[src/rtl/led_pattern_pkg.sv]
// Shared types and helpers for the LED pattern controller.
// Latency: none (types, constants and pure functions only).
// Backpressure: not applicable.
package led_pattern_pkg;

    typedef enum logic [1:0] {
        MODE_OFF   = 2'd0,
        MODE_BLINK = 2'd1,
        MODE_CHASE = 2'd2,
        MODE_COUNT = 2'd3
    } mode_t;

    localparam int SPD_W = 2;

    // Widest LED bus the entry-pattern helper can describe; callers size-cast down.
    localparam int MAX_LEDS = 64;

    // Value loaded into the LED register when a mode is entered.
    function automatic logic [MAX_LEDS-1:0] entry_pattern(input mode_t m, input int width);
        logic [MAX_LEDS-1:0] ones;
        ones = {MAX_LEDS{1'b1}} >> (MAX_LEDS - width);
        case (m)
            MODE_BLINK: entry_pattern = ones;
            MODE_CHASE: entry_pattern = MAX_LEDS'(1);
            default:    entry_pattern = '0;
        endcase
    endfunction

    // Mode sequence advanced by each mode-button press; COUNT wraps to OFF.
    function automatic mode_t mode_next(input mode_t m);
        case (m)
            MODE_OFF:   mode_next = MODE_BLINK;
            MODE_BLINK: mode_next = MODE_CHASE;
            MODE_CHASE: mode_next = MODE_COUNT;
            default:    mode_next = MODE_OFF;
        endcase
    endfunction

endpackage

[src/rtl/led_pattern_ctrl_button_debounce.sv]
// Synchronises and debounces one active-low push button, flags each press.
// Latency: press pulse 2 + DEBOUNCE_CYCLES clocks after a stable raw falling edge.
// Backpressure: none; the press pulse is one cycle and is never held.
module button_debounce #(
    parameter int DEBOUNCE_CYCLES = 50000
) (
    input  logic clk,
    input  logic rst_n,
    input  logic button,
    output logic level,
    output logic press
);

    // Counter only needs to reach DEBOUNCE_CYCLES-1; keep at least one bit.
    localparam int CNT_W = (DEBOUNCE_CYCLES > 1) ? $clog2(DEBOUNCE_CYCLES) : 1;
    localparam logic [CNT_W-1:0] CNT_LAST = CNT_W'(DEBOUNCE_CYCLES - 1);

    logic             sync_a;
    logic             sync_b;
    logic [CNT_W-1:0] cnt;

    // Two-flop synchroniser; resets to the released (high) level.
    always_ff @(posedge clk or negedge rst_n) begin
        if (!rst_n) begin
            sync_a <= 1'b1;
            sync_b <= 1'b1;
        end else begin
            sync_a <= button;
            sync_b <= sync_a;
        end
    end

    // Accept a new level after an unbroken run of mismatches; pulse on the falling flip only.
    always_ff @(posedge clk or negedge rst_n) begin
        if (!rst_n) begin
            cnt   <= '0;
            level <= 1'b1;
            press <= 1'b0;
        end else begin
            press <= 1'b0;
            if (sync_b == level) begin
                cnt <= '0;
            end else if (cnt == CNT_LAST) begin
                cnt   <= '0;
                level <= sync_b;
                press <= ~sync_b;
            end else begin
                cnt <= cnt + CNT_W'(1);
            end
        end
    end

endmodule

[src/rtl/led_pattern_ctrl.sv]
// Two-button LED pattern controller: mode FSM, speed index, prescaler, LED register.
// Latency: mode/led update 3 + DEBOUNCE_CYCLES clocks after a raw button press.
// Backpressure: none; presses are consumed the cycle they are flagged.
module led_pattern_ctrl
    import led_pattern_pkg::*;
#(
    parameter int NUM_LEDS        = 3,        // >= 2 and <= MAX_LEDS
    parameter int DEBOUNCE_CYCLES = 50000,    // >= 1
    parameter int TICK_CYCLES     = 6000000   // >= 2
) (
    input  logic                clk,
    input  logic                rst_n,
    input  logic                button_0,
    input  logic                button_1,
    output logic [NUM_LEDS-1:0] led,
    output logic [1:0]          mode
);

    // Slowest period is TICK_CYCLES << 3, so the counter must hold up to 8*TICK_CYCLES-1.
    localparam int PS_W = $clog2(TICK_CYCLES * 8);

    logic lvl_0;
    logic lvl_1;
    logic press_raw_0;
    logic press_raw_1;
    logic press_0;
    logic press_1;

    mode_t mode_q;
    mode_t mode_d;

    logic [SPD_W-1:0]    spd;
    logic [PS_W-1:0]     ps_cnt;
    logic [PS_W-1:0]     ps_last;
    logic                tick;
    logic [NUM_LEDS-1:0] led_entry;
    logic [NUM_LEDS-1:0] led_step;

    button_debounce #(
        .DEBOUNCE_CYCLES(DEBOUNCE_CYCLES)
    ) u_btn_mode (
        .clk    (clk),
        .rst_n  (rst_n),
        .button (button_0),
        .level  (lvl_0),
        .press  (press_raw_0)
    );

    button_debounce #(
        .DEBOUNCE_CYCLES(DEBOUNCE_CYCLES)
    ) u_btn_speed (
        .clk    (clk),
        .rst_n  (rst_n),
        .button (button_1),
        .level  (lvl_1),
        .press  (press_raw_1)
    );

    // A press is only honoured while its debounced level actually reads pressed.
    assign press_0 = press_raw_0 & ~lvl_0;
    assign press_1 = press_raw_1 & ~lvl_1;

    // Mode state register.
    always_ff @(posedge clk or negedge rst_n) begin
        if (!rst_n) begin
            mode_q <= MODE_OFF;
        end else begin
            mode_q <= mode_d;
        end
    end

    // Mode next-state: one step along OFF->BLINK->CHASE->COUNT per mode press.
    always_comb begin
        mode_d = mode_q;
        if (press_0) begin
            mode_d = mode_next(mode_q);
        end
    end

    assign mode = mode_q;

    // Speed index; 2-bit counter wraps 3 -> 0 naturally.
    always_ff @(posedge clk or negedge rst_n) begin
        if (!rst_n) begin
            spd <= '0;
        end else if (press_1) begin
            spd <= spd + SPD_W'(1);
        end
    end

    // Last prescaler count, (TICK_CYCLES << spd) - 1, formed without a wider intermediate.
    always_comb begin
        ps_last = (PS_W'(TICK_CYCLES - 1) << spd) | ((PS_W'(1) << spd) - PS_W'(1));
        tick    = (mode_q != MODE_OFF) && (ps_cnt == ps_last);
    end

    // Entry value of the mode being entered, and the per-tick step of the current mode.
    always_comb begin
        led_entry = NUM_LEDS'(entry_pattern(mode_d, NUM_LEDS));
        led_step  = '0;
        case (mode_q)
            MODE_BLINK: led_step = ~led;
            MODE_CHASE: led_step = {led[NUM_LEDS-2:0], led[NUM_LEDS-1]};
            MODE_COUNT: led_step = led + NUM_LEDS'(1);
            default:    led_step = '0;
        endcase
    end

    // Prescaler and LED register; mode press outranks speed press, which outranks a tick.
    always_ff @(posedge clk or negedge rst_n) begin
        if (!rst_n) begin
            ps_cnt <= '0;
            led    <= '0;
        end else if (press_0) begin
            ps_cnt <= '0;
            led    <= led_entry;
        end else if (press_1) begin
            ps_cnt <= '0;
        end else if (mode_q == MODE_OFF) begin
            ps_cnt <= '0;
            led    <= '0;
        end else if (tick) begin
            ps_cnt <= '0;
            led    <= led_step;
        end else begin
            ps_cnt <= ps_cnt + PS_W'(1);
        end
    end

endmodule

[config.mk]
export PLATFORM = sky130hd
export DESIGN_NAME = led_pattern_ctrl
export DESIGN_NICKNAME = d
export VERILOG_FILES = /design/src/rtl/led_pattern_pkg.sv /design/src/rtl/led_pattern_ctrl_button_debounce.sv /design/src/rtl/led_pattern_ctrl.sv
export SDC_FILE = /design/constraint.sdc
export NUM_CORES = 1
export LEC_CHECK = 0
export CELL_PAD_IN_SITES_DETAIL_PLACEMENT = 1
export CELL_PAD_IN_SITES_GLOBAL_PLACEMENT = 1
export CORE_MARGIN = 3
export CORE_UTILIZATION = 40
export CTS_BUF_LIST = sky130_fd_sc_hd__clkbuf_4 sky130_fd_sc_hd__clkbuf_8 sky130_fd_sc_hd__clkbuf_16
export DETAILED_ROUTE_END_ITERATION = 8
export PLACE_DENSITY = 0.66
export SYNTH_ARGS = -nofsm -noshare
export SYNTH_HDL_FRONTEND = slang
export SYNTH_SLANG_ARGS = --single-unit
[constraint.sdc]
create_clock -name clk -period 5.3 [get_ports clk]
set_input_delay 1.06 -clock clk [delete_from_list [all_inputs] [get_ports clk]]
set_output_delay 1.06 -clock clk [all_outputs]
set_load 0.1 [all_outputs]
# Yosys cells after proc, flatten, opt, wreduce, memory -nomap -nowiden
# Cells that the tools add are included.
word_totals:
  regBits: 73
  latch_bits: 0
  ramBits: 0
  rom_bits: 0
  in_bits: 4
  out_inout_bits: 5
  elab_cells: 70
  memories: 0
classes:
  add_sub_neg: 6
  multipliers: 0
  n_div: 0
  n_lt_le_gt_ge: 0
  eq_ne: 11
  n_shift: 2
  muxes: 20
  bitwise_logic: 10
  reduce_logical: 7
ops:
  columns: ["operator", "count"]
  rows:
  - ["two-way mux 26 bit", 4]
  - ["two-way mux 16 bit", 4]
  - ["adder 16 x 1 -> 16 bit, second input constant", 2]
  - ["== test 16 bit, second input constant", 2]
  - ["adder 26 x 1 -> 26 bit, second input constant", 1]
  - ["== test 26 bit", 1]
  - ["OR 26 bit", 1]
  - ["left shift 1 x 2 -> 26 bit, first input constant", 1]
  - ["left shift 23 x 2 -> 26 bit, first input constant", 1]
  - ["subtractor 26 x 2 -> 26 bit, second input constant", 1]
  - ["two-way mux 3 bit", 4]
  - ["one-hot mux 3 bit (3 select lines)", 1]
  - ["== test 2 bit, second input constant", 3]
  - ["NOT 1 bit", 6]
  - ["one-hot mux 2 bit (3 select lines)", 1]
  - ["one-hot mux 3 bit (2 select lines)", 1]
  - ["AND reduction 2 bit", 3]
  - ["== test 2 x 1 -> 1 bit, second input constant", 2]
  - ["two-way mux 1 bit", 4]
  - ["adder 3 x 1 -> 3 bit, second input constant", 1]
  - ["NOT 3 bit", 1]
  - ["nonzero test 3 bit", 1]
  - ["adder 2 x 1 -> 2 bit, second input constant", 1]
  - ["AND 1 bit", 2]
  - ["other kinds (6)", 7]

# Depth between registers and ports, before layout
depth:
  word_depth: 9
  mapped_depth: 8
  mapped_depth_nobuf: 8

# Modules after synthesis
# Synthesis repeated with hierarchy kept, for this count alone.
unflattened:
  cells_unflattened: 396
  area_unflattened_um2: 4156.5
by_module_without_submodules:
  columns: ["module", "instances", "cells_each", "area_per_inst_um2", "seq_area_each_um2"]
  rows:
  - ["button_debounce", 2, 93, 1063.5, 504.2]
  - ["led_pattern_ctrl", 1, 210, 2029.4, 825.8]

# Worst setup path before layout
# OpenSTA, ideal clock, no wires.
synth_path:
  kind: "register -> register"
  startpoint: "register spd[0]"
  endpoint: "register led[2]"
  setup_ps: 126
  arrival_time_ps: 2553
  required_ps: 5174
  path_slack_ps: 2621
  stages_incl_launch_ff: 8
  path_buffers: 0
  period_less_slack_ps: 2679
  cell_sequence: "dfrtp_1 > inv_1 > ha_1 > o41ai_1 > xor2_1 > or4_4 > o31ai_4 > mux2_2"
synth_between:
  elab_chain_len: 7
  word_cells_on_any_way: 8
  cone_classes: "add/sub: 1; eq/ne: 1; shift: 2; bitwise: 1; reduce/logical: 3"
synth_rtl:
  columns: ["element", "line_no", "source"]
  rows:
  - ["start, declared", "led_pattern_ctrl.sv:32", "logic [SPD_W-1:0] spd;"]
  - ["start signal, assigned", "led_pattern_ctrl.sv:87", "spd <= spd + SPD_W'(1);"]
  - ["left shift 1 x 2 -> 26 bit", "led_pattern_ctrl.sv:93", "ps_last = (PS_W'(TICK_CYCLES - 1) << spd) | ((PS_W'(1) << spd) - PS_W'(1));"]
  - ["subtractor 26 x 2 -> 26 bit", "led_pattern_ctrl.sv:93", null]
  - ["OR 26 bit (*)", "led_pattern_ctrl.sv:93", null]
  - ["== test 26 bit (*)", "led_pattern_ctrl.sv:94", "tick = (mode_q != MODE_OFF) && (ps_cnt == ps_last);"]
  - ["logical AND 1 bit (*)", "led_pattern_ctrl.sv:94", null]
  - ["nonzero test 3 bit (no source line) (*)", null, null]
  - ["AND reduction 2 bit (no source line) (*)", null, null]
  - ["end signal, assigned", "led_pattern_ctrl.sv:116", "led <= led_entry;"]
  - ["end signal, assigned", "led_pattern_ctrl.sv:124", "led <= led_step;"]
  - ["end, declared", "led_pattern_ctrl.sv:15", "output logic [NUM_LEDS-1:0] led,"]
# Every way passes the cells marked *; elsewhere a longest branch is shown, timed or not.
# A chain may end at the register's enable or synchronous reset.

# Final worst setup path
layout_path:
  startpoint: "register spd[0]"
  endpoint: "register ps_cnt[25]"
layout_between:
  elab_chain_len: 9
  word_cells_on_any_way: 10
  cone_classes: "add/sub: 1; eq/ne: 1; shift: 2; mux: 4; bitwise: 1; reduce/logical: 1"
layout_rtl:
  columns: ["element", "line_no", "source"]
  rows:
  - ["left shift 1 x 2 -> 26 bit", "led_pattern_ctrl.sv:93", null]
  - ["subtractor 26 x 2 -> 26 bit", "led_pattern_ctrl.sv:93", null]
  - ["OR 26 bit (*)", "led_pattern_ctrl.sv:93", null]
  - ["== test 26 bit (*)", "led_pattern_ctrl.sv:94", null]
  - ["logical AND 1 bit (*)", "led_pattern_ctrl.sv:94", null]
  - ["two-way mux 26 bit (*)", "led_pattern_ctrl.sv:122", "end else if (tick) begin"]
  - ["two-way mux 26 bit (*)", "led_pattern_ctrl.sv:119", "end else if (mode_q == MODE_OFF) begin"]
  - ["two-way mux 26 bit (*)", "led_pattern_ctrl.sv:117", "end else if (press_1) begin"]
  - ["two-way mux 26 bit (*)", "led_pattern_ctrl.sv:114", "end else if (press_0) begin"]
  - ["end signal, assigned", "led_pattern_ctrl.sv:126", "ps_cnt <= ps_cnt + PS_W'(1);"]
  - ["end, declared", "led_pattern_ctrl.sv:33", "logic [PS_W-1:0] ps_cnt;"]
# Marks and branches as above.

==> results summary <==
The HPWL after detailed placement came out at 5.39 mm. The worst register-to-register path begins at spd[0]. The run finished with clean final reports. The worst path setup slack after routing came out at about 1.9 ns. After clock tree synthesis, the repair step resized 0 gates. Together, buffers and inverters on the worst path number 1.

The die is 104 um wide. Buffers added to address setup during post-CTS repair amount to 0. The die area came out at approximately 11000 um^2. The critical path ends at ps_cnt[25]. The largest total area in the synthesized netlist belongs to sky130_fd_sc_hd__dfrtp_1.

The power per cell area is between 200 and 300 nW/um^2. The number of global-route vias before repair is 2832. The slew at the pin closest to its max-slew limit is about 1.1 ns.

The diode insertion count for antenna repair is 0. The number of clock sinks came out at 73. The number of clock buffers added by TritonCTS is 9.

The number of buffers inserted for hold repair after clock tree synthesis came out at 0. The proportion of synthesized chip area in sequential cells came out at 0.476. The slowest cell on the critical path is sky130_fd_sc_hd__o31ai_4. The average cell area after synthesis came out at 10.1 um^2. The register-to-register setup slack came out at a little under 2 ns. The finished layout holds about 530 standard cells, fillers aside. The met1 routed wirelength after detailed routing came out at about 3.8 mm. In this design, the largest share of critical-path delay is due to compound AO/OA/AOI/OAI gates. At the end of routability-driven placement, the weighted congestion stood at around 0.8. The netlist uses 36 different library cells. The port buffer count came out at 8. For this block, the initial DRC count from the detailed router was 95. Setup repair after global routing left no endpoint under its margin.

The CTS clock-pin slew for the worst setup and hold paths is 0.08 ns. The min-delay analysis places its worst path in the category reg2reg. In this run the number of H-tree levels came out at 3. For this run, the top clock speed supported by timing is 296 MHz. The worst endpoint required time is 5.48 ns. In this run the clock root is driven by a sky130_fd_sc_hd__clkbuf_8.

The sequential group share of total power came out at 0.499. The worst setup timing slack at the placement stage is around 2.0 ns. The share of Yosys cell area claimed by the top area cell type came out at 0.435.

Signal routing reaches up to met4. Clock skew on the completed layout was measured at between 0.01 and 0.015 ns. The length of the first detailed-routing pass in iterations came out at 4.

Ranked by total cell area, the synthesized netlist is headed by sky130_fd_sc_hd__dfrtp_1, sky130_fd_sc_hd__xor2_1, sky130_fd_sc_hd__xnor2_1, sky130_fd_sc_hd__nor2_1, sky130_fd_sc_hd__ha_1. The via density per instance came out at approximately 5.1. The detailed-route wire length is ~7.7 mm.

The effective utilization at floorplan is 0.415. The count of endpoints failing hold in the final timing report is 0. The count of nets left with antenna violations after detail routing is 0.

Of the total power, combinational logic draws 0.020. The synthesized netlist occupies a cell area of approximately 3900 um^2. For this run the aggregate overflow at the end of global routing stands at 0. The average wire length per cell after detail routing came out at approximately 15 um.

The count of placed standard cells including taps came out at approximately 510. TritonCTS built the clock tree. The core area came out at 9280 um^2. The die is 104 um tall. The post-synthesis cell count is 381. The first-pass GRT wire length is 13.9 mm. The post-synthesis register bit count is 73. The max-slew violation count came out at 0. The destination of the worst register-to-register timing path is ps_cnt[25]. The max-cap check violation count came out at 0. The critical path launch point type is a register. For this design the top-level I/O count stands at 9. Along the worst path, the maximum fanout reaches 26. The maximum vdd ir drop came out at 0.109 mV.

The utilization after layout came out at 0.463. The met2 routed wirelength came out at 3.56 mm. The pin count of the biggest net entering global routing came out at 74.

The fraction of final layout cells sized beyond drive strength 1 is 0.0905. The share of the clock period used by the worst path is 0.637. The internal power of the cells is roughly 0.9 mW. The overall via count from detail_route is 2678. The endpoint arrival time on the critical path came out at 3.56 ns. Setup violations remaining at the end of the flow were counted as 0.

For this design the static power due to leakage is around 1.8 nW. The most critical setup path has its startpoint at spd[0]. For this run, the number of Yosys warnings is 0. The largest stage delay on the critical path came out at between 0.9 and 1 ns. The met3 wire length came out at approximately 160 um. Of the total power, the clock network draws 0.481. After detailed routing, the number of remaining DRC violations is 0. The area of all placed cells without fillers came out at about 4300 um^2. STA classifies the critical path endpoint as a register. For the worst-skew pair, the clock arrives at the later sink with an insertion delay of approximately 0.35 ns. For this run, the total global-route usage over all layers was measured as 0.159. The clock passes through at most 2 buffers. Subtracting the final worst setup slack from the clock period gives about 3.4 ns.

The worst slew margin relative to its limit came out at 0.256. Synthesis produced a netlist with a net count of approximately 400. The critical path goes through inv_1 > ha_1 > o41ai_1 > xor2_1 > or4_4 > o31ai_4 > nor2_1. The analysis attributes to net switching a power of about 0.24 mW. After the last flow step, the layout net total stands at ~410. Counting buffers and inverters, the worst setup path is 7 cells deep. The synthesis-to-finish area growth came out at 11.5%. The setup TNS is 0 ns. The placement row count came out at 35. The worst register-to-register path has a depth of 7. The number of antenna violations at the first check in global routing is 0. The total placed instance area is approximately 4000 um^2. The proportion of total power due to net switching is 0.212.

The critical path is of the reg2reg type.
[final cells by class]
class                      count  area (um^2)
tap                          129          161
clock inverter                 6          113
fill                        1045         4990
clock buffer                  10          138
timing repair buffer           8         77.6
inverter                      14         52.6
multi-input combinational    287         1920
sequential                    73         1830
[worst reg2reg max path, delay by kind of cell, from the launching register on]
kind / cells / cell delay, ns
buffers and inverters: 1 / 0.16
adders and majority gates: 1 / 0.27
and+or+nand+nor: 2 / 0.75
DFF: 1 / 0.51
xor gates and xnor gates: 1 / 0.11
AOI/OAI and AO/OA: 2 / 1.41
[state kept, by name, summed over array words and instances (netlist names)]
signal / flops
u_btn_speed.sync_b: 1
u_btn_speed.sync_a: 1
u_btn_mode.cnt: 16
ps_cnt: 26
u_btn_mode.sync_b: 1
led: 3
u_btn_mode.sync_a: 1
u_btn_speed.cnt: 16
spd: 2
u_btn_speed.press: 1
u_btn_mode.level: 1
u_btn_speed.level: 1
mode: 2
u_btn_mode.press: 1
[cells in the final DEF, fill, tap and decap left out, types with 3 or more instances in the layout]
cell and instances:
sky130_fd_sc_hd__a21oi_1 4, sky130_fd_sc_hd__dfstp_2 6, sky130_fd_sc_hd__nand3_1 29, sky130_fd_sc_hd__nor3b_1 4
sky130_fd_sc_hd__dfrtp_1 67, sky130_fd_sc_hd__ha_1 17, sky130_fd_sc_hd__clkdlybuf4s50_1 7, sky130_fd_sc_hd__inv_1 14
sky130_fd_sc_hd__bufinv_16 3, sky130_fd_sc_hd__nand4_1 12, sky130_fd_sc_hd__o21ai_0 4, sky130_fd_sc_hd__nor2_1 73
sky130_fd_sc_hd__and3_1 13, sky130_fd_sc_hd__clkbuf_8 10, sky130_fd_sc_hd__xnor2_1 32, sky130_fd_sc_hd__xor2_1 35
sky130_fd_sc_hd__mux2_2 6, sky130_fd_sc_hd__nor4_1 6, sky130_fd_sc_hd__nor3_1 10, sky130_fd_sc_hd__nand2_1 19
[cells in the mapped netlist]
| cell | n |
|---|---|
| sky130_fd_sc_hd__nor2_1 | 73 |
| sky130_fd_sc_hd__buf_4 | 1 |
| sky130_fd_sc_hd__a2111oi_4 | 1 |
| sky130_fd_sc_hd__inv_1 | 14 |
| sky130_fd_sc_hd__nor2b_1 | 2 |
| sky130_fd_sc_hd__a21oi_1 | 4 |
| sky130_fd_sc_hd__nor4_1 | 6 |
| sky130_fd_sc_hd__and4_1 | 1 |
| sky130_fd_sc_hd__nand2_1 | 19 |
| sky130_fd_sc_hd__and2_1 | 1 |
| sky130_fd_sc_hd__or4_4 | 1 |
| sky130_fd_sc_hd__and4b_1 | 1 |
| sky130_fd_sc_hd__xor2_1 | 35 |
| sky130_fd_sc_hd__a222oi_1 | 2 |
| sky130_fd_sc_hd__o21ai_0 | 4 |
| sky130_fd_sc_hd__buf_6 | 2 |
| sky130_fd_sc_hd__o2111ai_2 | 1 |
| sky130_fd_sc_hd__o31ai_4 | 2 |
| sky130_fd_sc_hd__o22ai_1 | 2 |
| sky130_fd_sc_hd__clkbuf_1 | 4 |
| sky130_fd_sc_hd__nand2b_1 | 2 |
| sky130_fd_sc_hd__xnor2_1 | 32 |
| sky130_fd_sc_hd__and3_1 | 13 |
| sky130_fd_sc_hd__nand4_1 | 12 |
| sky130_fd_sc_hd__and3b_1 | 2 |
| sky130_fd_sc_hd__dfrtp_1 | 67 |
| sky130_fd_sc_hd__o41ai_1 | 1 |
| sky130_fd_sc_hd__nand3_1 | 29 |
| sky130_fd_sc_hd__ha_1 | 17 |
| sky130_fd_sc_hd__or2_2 | 1 |
| sky130_fd_sc_hd__dfstp_2 | 6 |
| sky130_fd_sc_hd__nand4_4 | 1 |
| sky130_fd_sc_hd__nor3_1 | 10 |
| sky130_fd_sc_hd__nor4b_1 | 2 |
| sky130_fd_sc_hd__mux2_2 | 6 |
| sky130_fd_sc_hd__nor3b_1 | 4 |
[power by group through the flow]
| stage | clock (mW) | combinational (mW) | sequential, mW |
|---|---|---|---|
| after floorplan | 0 | 0.00849 | 0.578 |
| after global placement | 0 | 0.0235 | 0.579 |
| after detailed placement | 0 | 0.0244 | 0.579 |
| after CTS | 0.562 | 0.0244 | 0.568 |
| after global routing | 0.593 | 0.0275 | 0.569 |
| final | 0.548 | 0.0229 | 0.568 |
[per-layer routing]
metal	vias to the layer above	GRT usage
met2	25	0.250
met4	0	0.0655
met3	13	0.0261
met1	1326	0.218
li1	1314	-
met5	-	0
[kinds of logic (layout without fill, tap and decap cells)]
| group | after synthesis | count (layout) | synth area share |
|---|---|---|---|
| buffers and inverters | 21 | 38 | 0.0253 |
| xor gates and xnor gates | 67 | 67 | 0.152 |
| adders and majority gates | 17 | 17 | 0.0552 |
| and+or+nand+nor | 180 | 180 | 0.231 |
| AOI/OAI and AO/OA | 17 | 17 | 0.0432 |
| DFF | 73 | 73 | 0.476 |
| muxes | 6 | 6 | 0.0175 |
[worst min-delay path by stage]
stage | cells after the start | end | start | slack (ns)
CTS | 0 | u_btn_speed.sync_b | u_btn_speed.sync_a | 0.36
global route | 0 | u_btn_speed.sync_b | u_btn_speed.sync_a | 0.36
floorplan | 0 | u_btn_mode.sync_b | u_btn_mode.sync_a | 0.35
global placement | 0 | u_btn_speed.sync_b | u_btn_speed.sync_a | 0.35
detailed placement | 0 | u_btn_mode.sync_b | u_btn_mode.sync_a | 0.35
finish | 0 | u_btn_speed.sync_b | u_btn_speed.sync_a | 0.36
[stage by stage]
step                      hold slack (ns)  total power [mW]
after floorplan                     0.345             0.586
after global placement              0.346             0.602
after detailed placement            0.347             0.603
after CTS                           0.361              1.15
after global routing                0.364              1.19
final                               0.360              1.14
(Power assumes the default switching activity.)
